<file path="src/rtl/sseg_pkg.sv">
// Shared constants for the front-panel seven-segment scanner: active-low
// gfedcba glyphs, digit-slot state encoding and the default refresh divider.
package sseg_pkg;
    localparam int SCAN_DIV_DEF = 50000;

    localparam logic [6:0] GLYPH_0     = 7'b1000000;
    localparam logic [6:0] GLYPH_1     = 7'b1111001;
    localparam logic [6:0] GLYPH_2     = 7'b0100100;
    localparam logic [6:0] GLYPH_3     = 7'b0110000;
    localparam logic [6:0] GLYPH_4     = 7'b0011001;
    localparam logic [6:0] GLYPH_5     = 7'b0010010;
    localparam logic [6:0] GLYPH_6     = 7'b0000010;
    localparam logic [6:0] GLYPH_7     = 7'b1111000;
    localparam logic [6:0] GLYPH_8     = 7'b0000000;
    localparam logic [6:0] GLYPH_9     = 7'b0010000;
    localparam logic [6:0] GLYPH_DASH  = 7'b0111111;
    localparam logic [6:0] GLYPH_BLANK = 7'b1111111;

    localparam logic [3:0] AN_OFF = 4'b1111;

    typedef enum logic [1:0] {D0, D1, D2, D3} digit_e;
endpackage

</file>
<file path="src/rtl/bcd_sseg_scanner_if.sv">
// Panel bus: BCD value/strobe/enable in, active-low anode/cathode/dp out.
interface bcd_sseg_scanner_if;
    logic [11:0] bcd_in;
    logic        load;
    logic        enable;
    logic [3:0]  an;
    logic [6:0]  seg;
    logic        dp;

    modport master (output bcd_in, load, enable, input an, seg, dp);
    modport slave  (input bcd_in, load, enable, output an, seg, dp);
endinterface

</file>
<file path="src/rtl/bcd_to_sseg.sv">
// Nibble to active-low gfedcba glyph; non-decimal codes render as a dash.
module bcd_to_sseg
    import sseg_pkg::*;
(
    input  logic [3:0] nib,
    output logic [6:0] glyph
);
    always_comb begin
        glyph = GLYPH_DASH;
        case (nib)
            4'd0: glyph = GLYPH_0;
            4'd1: glyph = GLYPH_1;
            4'd2: glyph = GLYPH_2;
            4'd3: glyph = GLYPH_3;
            4'd4: glyph = GLYPH_4;
            4'd5: glyph = GLYPH_5;
            4'd6: glyph = GLYPH_6;
            4'd7: glyph = GLYPH_7;
            4'd8: glyph = GLYPH_8;
            4'd9: glyph = GLYPH_9;
            default: glyph = GLYPH_DASH;
        endcase
    end
endmodule

</file>
<file path="src/rtl/bcd_sseg_scanner.sv">
// Four-slot common-anode scanner for a latched 3-digit BCD value with
// leading-zero blanking; all panel outputs are registered.
module bcd_sseg_scanner
    import sseg_pkg::*;
#(
    parameter int SCAN_DIV = SCAN_DIV_DEF,
    parameter bit BLANK_LZ = 1'b1
) (
    input  logic               clk,
    input  logic               rst_n,
    bcd_sseg_scanner_if.slave  bus
);
    localparam int DW = (SCAN_DIV > 2) ? $clog2(SCAN_DIV) : 1;
    localparam logic [DW-1:0] DIV_MAX = DW'(SCAN_DIV - 1);

    logic [DW-1:0] div_cnt;
    logic          tick;
    digit_e        state_q, state_d;
    logic [11:0]   bcd_q;
    logic [3:0]    nib, an_sel, an_q;
    logic [6:0]    glyph, seg_q;
    logic          blank;

    assign tick = (div_cnt == DIV_MAX);

    always_ff @(posedge clk or negedge rst_n) begin
        if (!rst_n) begin
            div_cnt <= '0;
            state_q <= D0;
            bcd_q   <= '0;
        end else begin
            div_cnt <= tick ? '0 : div_cnt + 1'b1;
            state_q <= state_d;
            if (bus.load) bcd_q <= bus.bcd_in;
        end
    end

    // Slot select and blanking; invalid nibbles are nonzero so they never blank.
    always_comb begin
        state_d = state_q;
        nib     = bcd_q[3:0];
        an_sel  = 4'b1110;
        blank   = 1'b0;
        case (state_q)
            D0: begin
                nib    = bcd_q[3:0];
                an_sel = 4'b1110;
                if (tick) state_d = D1;
            end
            D1: begin
                nib    = bcd_q[7:4];
                an_sel = 4'b1101;
                blank  = BLANK_LZ && (bcd_q[11:8] == 4'd0) && (bcd_q[7:4] == 4'd0);
                if (tick) state_d = D2;
            end
            D2: begin
                nib    = bcd_q[11:8];
                an_sel = 4'b1011;
                blank  = BLANK_LZ && (bcd_q[11:8] == 4'd0);
                if (tick) state_d = D3;
            end
            default: begin
                nib    = 4'd0;
                an_sel = 4'b0111;
                blank  = 1'b1;
                if (tick) state_d = D0;
            end
        endcase
    end

    bcd_to_sseg u_dec (.nib(nib), .glyph(glyph));

    always_ff @(posedge clk or negedge rst_n) begin
        if (!rst_n) begin
            an_q  <= AN_OFF;
            seg_q <= GLYPH_BLANK;
        end else if (!bus.enable || blank) begin
            an_q  <= AN_OFF;
            seg_q <= GLYPH_BLANK;
        end else begin
            an_q  <= an_sel;
            seg_q <= glyph;
        end
    end

    assign bus.an  = an_q;
    assign bus.seg = seg_q;
    assign bus.dp  = 1'b1;
endmodule

</file>
<file path="src/flat_wrapper.sv">
// flat-port wrapper written by rule: the top's interface ports become plain ports
module bcd_sseg_scanner_flat import sseg_pkg::*;
#(
    parameter int SCAN_DIV = SCAN_DIV_DEF,
    parameter bit BLANK_LZ = 1'b1
)
  (clk, rst_n, bus_bcd_in, bus_load, bus_enable, bus_an, bus_seg, bus_dp);
  bcd_sseg_scanner_if bus_i ();
  input  logic clk;
  input  logic rst_n;
  input wire logic [$bits(bus_i.bcd_in)-1:0] bus_bcd_in;
  input wire logic [$bits(bus_i.load)-1:0] bus_load;
  input wire logic [$bits(bus_i.enable)-1:0] bus_enable;
  output wire logic [$bits(bus_i.an)-1:0] bus_an;
  output wire logic [$bits(bus_i.seg)-1:0] bus_seg;
  output wire logic [$bits(bus_i.dp)-1:0] bus_dp;
  assign bus_i.bcd_in = bus_bcd_in;
  assign bus_i.load = bus_load;
  assign bus_i.enable = bus_enable;
  assign bus_an = bus_i.an;
  assign bus_seg = bus_i.seg;
  assign bus_dp = bus_i.dp;
  bcd_sseg_scanner #(.SCAN_DIV(SCAN_DIV), .BLANK_LZ(BLANK_LZ)) u_core (.clk(clk), .rst_n(rst_n), .bus(bus_i));
endmodule
</file>
<file path="config.mk">
export PLATFORM = sky130hd
export DESIGN_NAME = bcd_sseg_scanner_flat
export DESIGN_NICKNAME = d
export VERILOG_FILES = /design/src/rtl/sseg_pkg.sv /design/src/rtl/bcd_sseg_scanner_if.sv /design/src/rtl/bcd_to_sseg.sv /design/src/rtl/bcd_sseg_scanner.sv /design/src/flat_wrapper.sv
export SDC_FILE = /design/constraint.sdc
export NUM_CORES = 1
export LEC_CHECK = 0
export CAP_MARGIN = 20
export CORE_MARGIN = 2
export CORE_UTILIZATION = 55
export CTS_BUF_LIST = sky130_fd_sc_hd__clkbuf_4
export CTS_CLUSTER_SIZE = 14
export DETAILED_ROUTE_END_ITERATION = 8
export GPL_TIMING_DRIVEN = 0
export PLACE_DENSITY = 0.8
export SETUP_SLACK_MARGIN = 0.5
export SLEW_MARGIN = 20
export SYNTH_ARGS = -nofsm -noshare
export SYNTH_HDL_FRONTEND = slang
export SYNTH_SLANG_ARGS = --single-unit
</file>
<file path="constraint.sdc">
create_clock -name clk -period 2.9 [get_ports clk]
set_input_delay 0.58 -clock clk [delete_from_list [all_inputs] [get_ports clk]]
set_output_delay 0.58 -clock clk [all_outputs]
set_load 0.01 [all_outputs]
</file>
---- Word-level counts from Yosys, hierarchy flattened ----
Memory sizes are Yosys's and may differ from the RTL's.
Cells that the tools add are included.
word-level totals
  memory bits (read-only) ................. 112
  output and inout port bits .............. 12
  memories kept ........................... 1
  register bits ........................... 41
  logic and storage cells ................. 27
memories
  name             depth  bits a word  read ports  clocked after Yosys merged registers in  wr ports  RTL line           source
  (no name shown)  16     7            1           0                                        0         bcd_to_sseg.sv:10  case (nib)
cells by class
  add/sub/neg operators ................... 1
  equal/unequal tests ..................... 3
  mux-type cells .......................... 11
  reductions and logical operators ........ 6
operator list
  cell                                           count
  one-hot mux 4 bit (3 select lines)             2
  adder 16 x 1 -> 16 bit, second input constant  1
  == test 16 bit, second input constant          1
  two-way mux 16 bit                             1
  logical NOT 4 bit                              2
  two-way mux 2 bit                              4
  two-way mux 7 bit                              1
  one-hot mux 2 bit (3 select lines)             1
  two-way mux 4 bit                              1
  one-hot mux 1 bit (3 select lines)             1
  == test 2 x 1 -> 1 bit, second input constant  1
  == test 2 bit, second input constant           1
  logical NOT 2 bit                              1
  logical AND 1 bit                              1
  logical NOT 1 bit                              1
  logical OR 1 bit                               1

---- Longest topological paths before layout ----
Gate-level depths: netlist of run 1.
  depth after elaboration ................. 5
  gate-level depth with buffers ........... 10
  gate-level depth less buffers ........... 10

---- Cells and area by module ----
A second synthesis of run 1 with hierarchy kept.
second synthesis, totals
  cell total of the unflattened synthesis .. 177
  area total of the unflattened synthesis .. 2049.5 um2
by module, submodules not included
  module            times used  cells each  area each (um2)  sequential area each (um2)
  bcd_sseg_scanner  1           146         1809.2           1039.7
  bcd_to_sseg       1           31          240.2            0.0

---- Worst setup path before layout of run 1 ----
OpenSTA, ideal clock, no wires.
  kind .................................... reg2reg
  start point ............................. register u_core.state_q[0]
  end point ............................... register u_core.seg_q[0] (netlist: u_core.bus.seg[0])
  setup time .............................. 0.089 ns
  path buffers ............................ 0
  period minus slack after synthesis ...... 1.881 ns
  slack ................................... 1.019 ns
  stages on the path, launching flop included .. 7
  arrival time ............................ 1.792 ns
  cell sequence ........................... dfrtp_1 > inv_1 > ha_1 > a222oi_1 > nand2_1 > a22oi_2 > o21ai_1
between the ends
  cells in the longest elaborated chain, start to end .. 4
  elaborated cells on any way between the ends .. 8
  those cells by class .................... eq/ne (2); mux (3); reduce/logical (2); memory (1)
RTL lines
  what                                                                                             RTL line                source
  start, declared                                                                                  bcd_sseg_scanner.sv:18  digit_e state_q, state_d;
  start signal, assigned                                                                           bcd_sseg_scanner.sv:33  state_q <= state_d;
  == test 2 bit, or another cell as far along                                                      bcd_sseg_scanner.sv:44  case (state_q)
  one-hot mux 4 bit (3 select lines) / one-hot mux 1 bit (3 select lines) (equally long branches)  bcd_sseg_scanner.sv:44
  memory read (16 x 7 bit) / logical OR 1 bit (equally long branches)                              -
  two-way mux 7 bit *                                                                              bcd_sseg_scanner.sv:77  end else if (!bus.enable || blank) begin
  end signal, assigned                                                                             bcd_sseg_scanner.sv:82  seg_q <= glyph;
  end, declared                                                                                    bcd_sseg_scanner.sv:21  logic [6:0] glyph, seg_q;
Every way passes the cells marked *; elsewhere a longest branch is shown, timed or not.
A chain may end at the register's enable or synchronous reset.

---- Worst setup path in the final report of run 1 ----
  start point ............................. register u_core.state_q[0]
  end point ............................... register u_core.seg_q[6] (netlist: u_core.bus.seg[6])
The elaborated chain is that of the path after synthesis.

==> impl_results.md, run 1 <==
- Clock-pin slew on the worst setup and hold paths: about 0.12 ns
- Post-DRT Antenna Nets: 0
- Switching power: between 0.0002 and 0.0003 W
- Skew final: 0.01522 ns
- Tot GR Track Use: between 10% and 20%
- Critical-path cell list: inv_1 -> ha_1 -> a222oi_1 -> or2_2 -> inv_1 -> ha_1 -> nor2_1 -> nor2_1 -> a21oi_1 -> o21ai_0
- Crit-path max cell delay: about 0.41 ns
- Tightest Pin Transition: about 0.54 ns
- Launching point of the worst reg2reg path: u_core.state_q[0]
- Vias: about 1300
- Site Rows: 21
- Worst endpoint required time: 3.15 ns
- Yosys top cell area share: 38.49%
- Power Dens Cells: 458.0 mW/mm^2
- Die ar.: just over 0.004 mm^2
- First-pass GRT wire length: 6175 um
- RSZ-0062 raised after global routing: false
- Peak VDD IR: between 300 and 400 uV
- Status: finished, final reports clean
- Most common cell in the netlist: dfrtp_1
- Internal Power: 0.0008183 W
- Area contributors post-synth: dfrtp_1 38%, dfstp_2 15%, ha_1 7.1%, mux2_2 6.9%, xor2_1 3.1%
- Max Fclk: between 0.4 and 0.5 GHz
- Die Y: between 60 and 70 um
- Drt wl/cell: about 14 um
- Final Hold Fails: 0
- TritonCTS Sinks: between 40 and 50
- Period minus WS final: between 2 and 2.5 ns
- Drt drc: 0
- DRT iter0 DRCs: 71
- Critical path's slowest cell: dfrtp_1
- Number of global-route vias before repair: 1424
- # setup viols final: 0
- WS Path Type: flip-flop to flip-flop
- Fillers: 283
- Hold Path Class: input pin to asynchronous set/reset pin
- IO Pins: 28
- Max_slew headroom: ~63%
- Fin crit share: about three quarters
- Post-synth EDFFs: 0
- Ys flop type: dfrtp_1
- FF-to-FF End: u_core.bus.seg[6]
- TNS Setup: 0 ns
- Area Overhead vs Synth: 20.59%
- Initial antenna violation count: 0
- Mapped cell area: approximately 0.0020 mm^2
- Core area: 0.003363 mm^2
- CTS Buffer Depth: 2
- Sequential fraction of design power: ~60%
- CP Launch Type: flip-flop
- Worst Setup SP: u_core.state_q[0]
- CP endpoint kind: flip-flop
- Port buffer count: 26
- CP endpoint: u_core.bus.seg[6]
- Total Wirelength: about 3500 um
- Final Slew Violations: 0
- Post-synth ARST share: 100.0%
- Vias per cell: about 5.4
- Leakage Power: approximately 1.0 nW
- Nets@finish: ~230
- Cell variety after synth: 39
- Clock Tree Root: clkbuf_4
- Remaining global-route overflow: 0
- Leading area contributor after synthesis: dfrtp_1
- Layout cells sized above 1: just under 20%
- CTS tree: done
- Clk pwr share: 26.2%
- DRT Pass-1 Iters: 4
- Starting Density: 58.00%
- H-Tree Depth: 2
- Post_cts resized: 0
- GPL Wtd Cong: 0.9196
- Hpwl dp: 2676 um
- Post-Layout Cell Count: ~250
- Worst Path Max Fanout: 6
- R2R cell count: 10
- Synth top cells by count: 30 x dfrtp_1, 14 x nor2_1, 12 x mux2_2
- Total CTS buffers: 5
- Max cap viols: 0
- R2R setup slack: around 0.76 ns
- Data arrival, critical path: between 2 and 2.5 ns
- ANT cells: 0
- Seq/Total Area, Yosys: 53.30%
- Largest net degree at the start of global routing: 28
- Synthesized area per cell: ~12 um^2
- Clk_lat worst skew: 0.34 ns
- Die width: roughly 64 um
- YS warnings: 0
- Switch share: about a quarter
- Part of the power in combinational logic: around 15%
- Post-Place Cells: 240
- Synth Register Bits: ~40
- Mapped Cells: 166
[per-layer routing]
layer / track usage, % / vias to the layer above / part of all wire [%] / wire length, um
met1: 23.88 / 653 / 43 / 1482
met3: 3.929 / 2 / 5.1 / 177
met2: 33.16 / 35 / 51 / 1772
li1: - / 659 / - / -
met5: 0 / - / 0 / 0
met4: 9.511 / 0 / 0.52 / 18
[power by group through the flow]
| stage | Combinational [W] | Clock (W) | Sequential (W) |
|---|---|---|---|
| after global routing | 0.000179 | 0.000327 | 0.000638 |
| final | 0.000162 | 0.000282 | 0.000633 |
| after floorplan | 0.0000698 | 0 | 0.000650 |
| after detailed placement | 0.000161 | 0 | 0.000645 |
| after global placement | 0.000152 | 0 | 0.000643 |
| after CTS | 0.000162 | 0.000295 | 0.000634 |
[metrics by stage]
step	area (um^2)	power, W	worst slack (ns)	hold slack (ns)	util, %
6_report	2352	0.001077	0.7562	0.1414	69.94
3_3_place_gp	2272	0.0007945	0.3712	0.4726	67.56
4_1_cts	2345	0.001090	0.6609	0.1310	69.72
5_1_grt	2352	0.001144	0.5525	0.1222	69.94
2_1_floorplan	1954	0.0007193	1.019	0.2844	-
3_5_place_dp	2287	0.0008057	0.6929	0.4752	68.01
[cells in the final DEF (no fill, tap or decap), types with 2 or more instances in the layout]
| cell | instances |
|---|---|
| ha_1 | 11 |
| a222oi_1 | 4 |
| nor2_1 | 14 |
| a21oi_1 | 4 |
| clkdlybuf4s50_1 | 25 |
| mux2_2 | 12 |
| xnor2_1 | 4 |
| nand3_1 | 5 |
| dfrtp_1 | 30 |
| clkbuf_4 | 7 |
| nor2b_1 | 4 |
| o21ai_1 | 7 |
| buf_4 | 2 |
| and3_1 | 2 |
| dfstp_2 | 11 |
| or4b_1 | 2 |
| o21ai_0 | 3 |
| nand4_1 | 5 |
| xor2_1 | 7 |
| inv_1 | 8 |
| conb_1 | 2 |
| nand2_1 | 10 |
| mux2i_1 | 3 |
[repair_timing]
action | in CTS | in global routing
buffers inserted | 0 | 1
endpoints found under the setup margin | 0 | 2
hold buffers | 0 | 0
[how the worst min path moves through the flow]
stage	startpoint	to	slack (ns)	depth (start not counted)
final	rst_n	u_core.bcd_q[6]	0.14	1
after global placement	u_core.div_cnt[11]	u_core.div_cnt[11]	0.47	1
after global routing	rst_n	u_core.bcd_q[6]	0.12	1
after floorplan	rst_n	u_core.bcd_q[0]	0.28	0
after CTS	rst_n	u_core.bcd_q[5]	0.13	1
after detailed placement	u_core.div_cnt[11]	u_core.div_cnt[11]	0.48	1
[flip-flops by register name, indices dropped and copies added (netlist names)]
register        flops
u_core.bus.seg      7
u_core.bus.an       4
u_core.state_q      2
u_core.bcd_q       12
u_core.div_cnt     16
[critical path, delay by kind of cell, from the launching register on]
family                   cells  cell delay [ns]
AND/OR/NAND/NOR              3             0.39
AO/OA/AOI/OAI                3             0.63
buffers and inverters        2             0.16
adder cells (fa/ha/maj)      2             0.47
flip-flops                   1             0.41
[kinds of logic after synthesis]
| logic type | count (synthesis) | synth area share (%) |
|---|---|---|
| other | 1 | 0.1922 |
| AND/OR/NAND/NOR | 52 | 15.01 |
| multiplexers | 15 | 8.467 |
| AO/OA/AOI/OAI | 24 | 8.339 |
| XOR/XNOR | 11 | 4.939 |
| adder cells (fa/ha/maj) | 11 | 7.056 |
| buffers and inverters | 11 | 2.694 |
| flip-flops | 41 | 53.30 |
[final cells by class]
class / instances / area [um^2] / area share [%]
inverter: 8 / 30.03 / 1.277
timing repair buffer: 28 / 282.8 / 12.02
clock buffer: 7 / 52.55 / 2.234
sequential: 41 / 1040 / 44.20
buffer: 3 / 22.52 / 0.9574
clock inverter: 1 / 5.005 / 0.2128
multi-input combinational: 115 / 862.1 / 36.65
tap: 46 / 57.56 / 2.447
Note: power is estimated with default switching activity, not from simulation.
==> run 2: changes to the inputs <==
- clock period: 2.9 -> 2.1 ns (I/O delays scaled with it)
==> run 2 against run 1 <==
  * Setup slack lost 0.67 ns
  * Highest routed layer unchanged
  * Largest power group unchanged
  * Critical path type unchanged
  * Critical path depth shrank 4
  * Clock power grew 87%
  * Worst hold slack gained 0.26 ns
==> impl_results.md, run 2 (synthesis results as in run 1) <==
- Post-DRT Antenna Nets: 0 (unchanged)
- DRT iter0 DRCs: 103 (was 71)
- Drt drc: 0 (unchanged)
- ANT cells: 0 (unchanged)
- Buf/Inv on CP: 1 (was 2)
- Clock-pin slew on the worst setup and hold paths: 0.13 ns (was 0.12 ns)
- # setup viols final: 0 (unchanged)
- Hold_ws: 0.4020 ns (was 0.1414 ns)
- GPL Wtd Cong: 0.8051 (was 0.9196)
- Vias: 1568 (was 1349)
- CP endpoint kind: flip-flop (unchanged)
- Commonest non-fill, non-tap cell in the layout: dfrtp_1 (unchanged)
- CP Launch Type: flip-flop (unchanged)
- Register with the most flip-flops: u_core.div_cnt (unchanged)
- Number of global-route vias before repair: 1520 (was 1424)
- Worst Path Max Fanout: 6 (unchanged)
- WS Path Type: flip-flop to flip-flop (unchanged)
- Tot GR Track Use: 23.16% (was 19.61%)
- TritonCTS Sinks: 41 (unchanged)
- Worst endpoint required time: 2.37 ns (was 3.15 ns)
- DRT Pass-1 Iters: 4 (unchanged)
- Hpwl dp: 2818 um (was 2676 um)
- IO Pins: 28 (unchanged)
- Final Hold Fails: 0 (unchanged)
- Tightest Pin Transition: 0.5650 ns (was 0.5430 ns)
- H-Tree Depth: 2 (unchanged)
- Total CTS buffers: 5 (unchanged)
- Pre-CTS setup slack: -0.002087 ns (was 0.6929 ns)
- R2R cell count: 6 (was 10)
- Final Worst Setup Slack: 0.08237 ns (was 0.7562 ns)
- Layout cells sized above 1: 40.09% (was 19.70%)
- Die width: 63.56 um (unchanged)
- Max cap viols: 0 (unchanged)
- Fin crit share: 96.08% (was 73.93%)
- Period minus WS final: 2.018 ns (was 2.144 ns)
- TNS Setup: 0 ns (unchanged)
- Final Slew Violations: 0 (unchanged)
- Starting Density: 58.00% (unchanged)
- Nets@finish: 253 (was 229)
- Initial antenna violation count: 0 (unchanged)
- Critical-path cell list: inv_4 -> ha_4 -> or4b_1 -> o211ai_1 -> a22oi_2 -> o21ai_1 (was inv_1 -> ha_1 -> a222oi_1 -> or2_2 -> inv_1 -> ha_1 -> nor2_1 -> nor2_1 -> a21oi_1 -> o21ai_0)
- Top Family by Delay on Critical Path: compound AO/OA/AOI/OAI gates (unchanged)
- Clk_lat worst skew: 0.36 ns (was 0.34 ns)
- Die Y: 63.56 um (unchanged)
- Commonest cells after routing, fill and taps aside: 28 x dfrtp_1, 23 x buf_4, 14 x clkdlybuf4s50_1 (was 30 x dfrtp_1, 25 x clkdlybuf4s50_1, 14 x nor2_1)
- Remaining global-route overflow: 0 (unchanged)
- First-pass GRT wire length: 7086 um (was 6175 um)
- Data arrival, critical path: 2.29 ns (was 2.39 ns)
- Leakage Power: 1.175 nW (was 1.037 nW)
- Crit path depth: 6 (was 10)
- Skew final: 0.01313 ns (was 0.01522 ns)
- Hold Path Class: input pin to asynchronous set/reset pin (unchanged)
- CTS Buffer Depth: 2 (unchanged)
- Peak VDD IR: 652.0 uV (was 322.9 uV)
- Core area: 0.003363 mm^2 (unchanged)
- Drt wl/cell: 18.19 um (was 13.86 um)
- Critical path's slowest cell: dfrtp_2 (was dfrtp_1)
- Port buffer count: 26 (unchanged)
- Largest net degree at the start of global routing: 37 (was 28)
- Status: finished, final reports clean (unchanged)
- Clock Tree Root: clkbuf_4 (unchanged)
- Max_slew headroom: 61.84% (was 63.32%)
- CTS tree: done (unchanged)
- Max Fclk: 0.4956 GHz (was 0.4665 GHz)
- Die ar.: 0.004039 mm^2 (unchanged)
- Total Wirelength: 4966 um (was 3450 um)
- Vias per cell: 5.744 (was 5.418)
- Crit-path max cell delay: 0.49 ns (was 0.41 ns)
- Power Dens Cells: 615.1 mW/mm^2 (was 458.0 mW/mm^2)
- Max FFs per register: 16 (unchanged)
- Area Overhead vs Synth: 40.22% (was 20.59%)
- Site Rows: 21 (unchanged)
- RSZ-0062 raised after global routing: true (was false)
## run 2: cell count changes in the layout (fill, tap and decap cells not counted), moves of 7 or more
cell             delta
nor2_1              -7
clkdlybuf4s15_1     +9
clkdlybuf4s50_1    -11
ha_1                -8
buf_4              +21
## run 2: final timing paths
kind | start | endpoint | slack (ns)
setup reg to reg | u_core.state_q[1] | u_core.bus.seg[1] | 0.08
max in group asynchronous | rst_n | u_core.bus.an[3] | 1.20
hold reg to reg | u_core.div_cnt[11] | u_core.div_cnt[11] | 0.51
hold / removal | rst_n | u_core.div_cnt[12] | 0.40
min in group clk | u_core.div_cnt[11] | u_core.div_cnt[11] | 0.51
setup / recovery | u_core.state_q[1] | u_core.bus.seg[1] | 0.08
## run 2: per-stage QoR
step	instances	total power (W)	util (%)	cell area, um^2
after global routing	273	0.001753	81.32	2735
after detailed placement	240	0.001116	68.71	2311
after global placement	239	0.001101	68.27	2296
final	273	0.001682	81.32	2735
after CTS	262	0.001619	74.74	2514
after floorplan	167	0.0009949	-	1978
## run 2: area by class of cell
cell class	instances	area [um^2]
Buffer	3	22.52
Inverter	8	37.54
Multi-Input combinational cell	115	1022
Timing Repair Buffer	52	474.2
Clock buffer	6	45.04
Tap cell	46	57.56
Clock inverter	2	33.78
Fill cell	206	628.1
Sequential cell	41	1042
## run 2: per-layer routing
| metal | share of wire [%] | routed length (um) | track usage (%) | up-vias |
|---|---|---|---|---|
| li1 | - | - | - | 700 |
| met1 | 40 | 1985 | 27.25 | 790 |
| met2 | 53 | 2636 | 41.58 | 63 |
| met3 | 4.3 | 216 | 4.286 | 15 |
| met4 | 2.6 | 128 | 8.967 | 0 |
| met5 | 0 | 0 | 0 | - |
## run 2: power breakdown
part	switching [W]	total, W	internal [W]
registers	0.0000257	0.000878	0.000852
logic	0.000135	0.000278	0.000143
clock network	0.000266	0.000526	0.000261
total	0.000427	0.00168	0.00126
## run 2: timing repair
item                       4_1_cts  5_1_grt
pin swaps                       13       13
hold endpoints to repair         5        0
cloned                           1        0
gates resized for setup         25       37
setup endpoints to repair       31       30
hold buffers                     1        0
setup buffers                   12       11
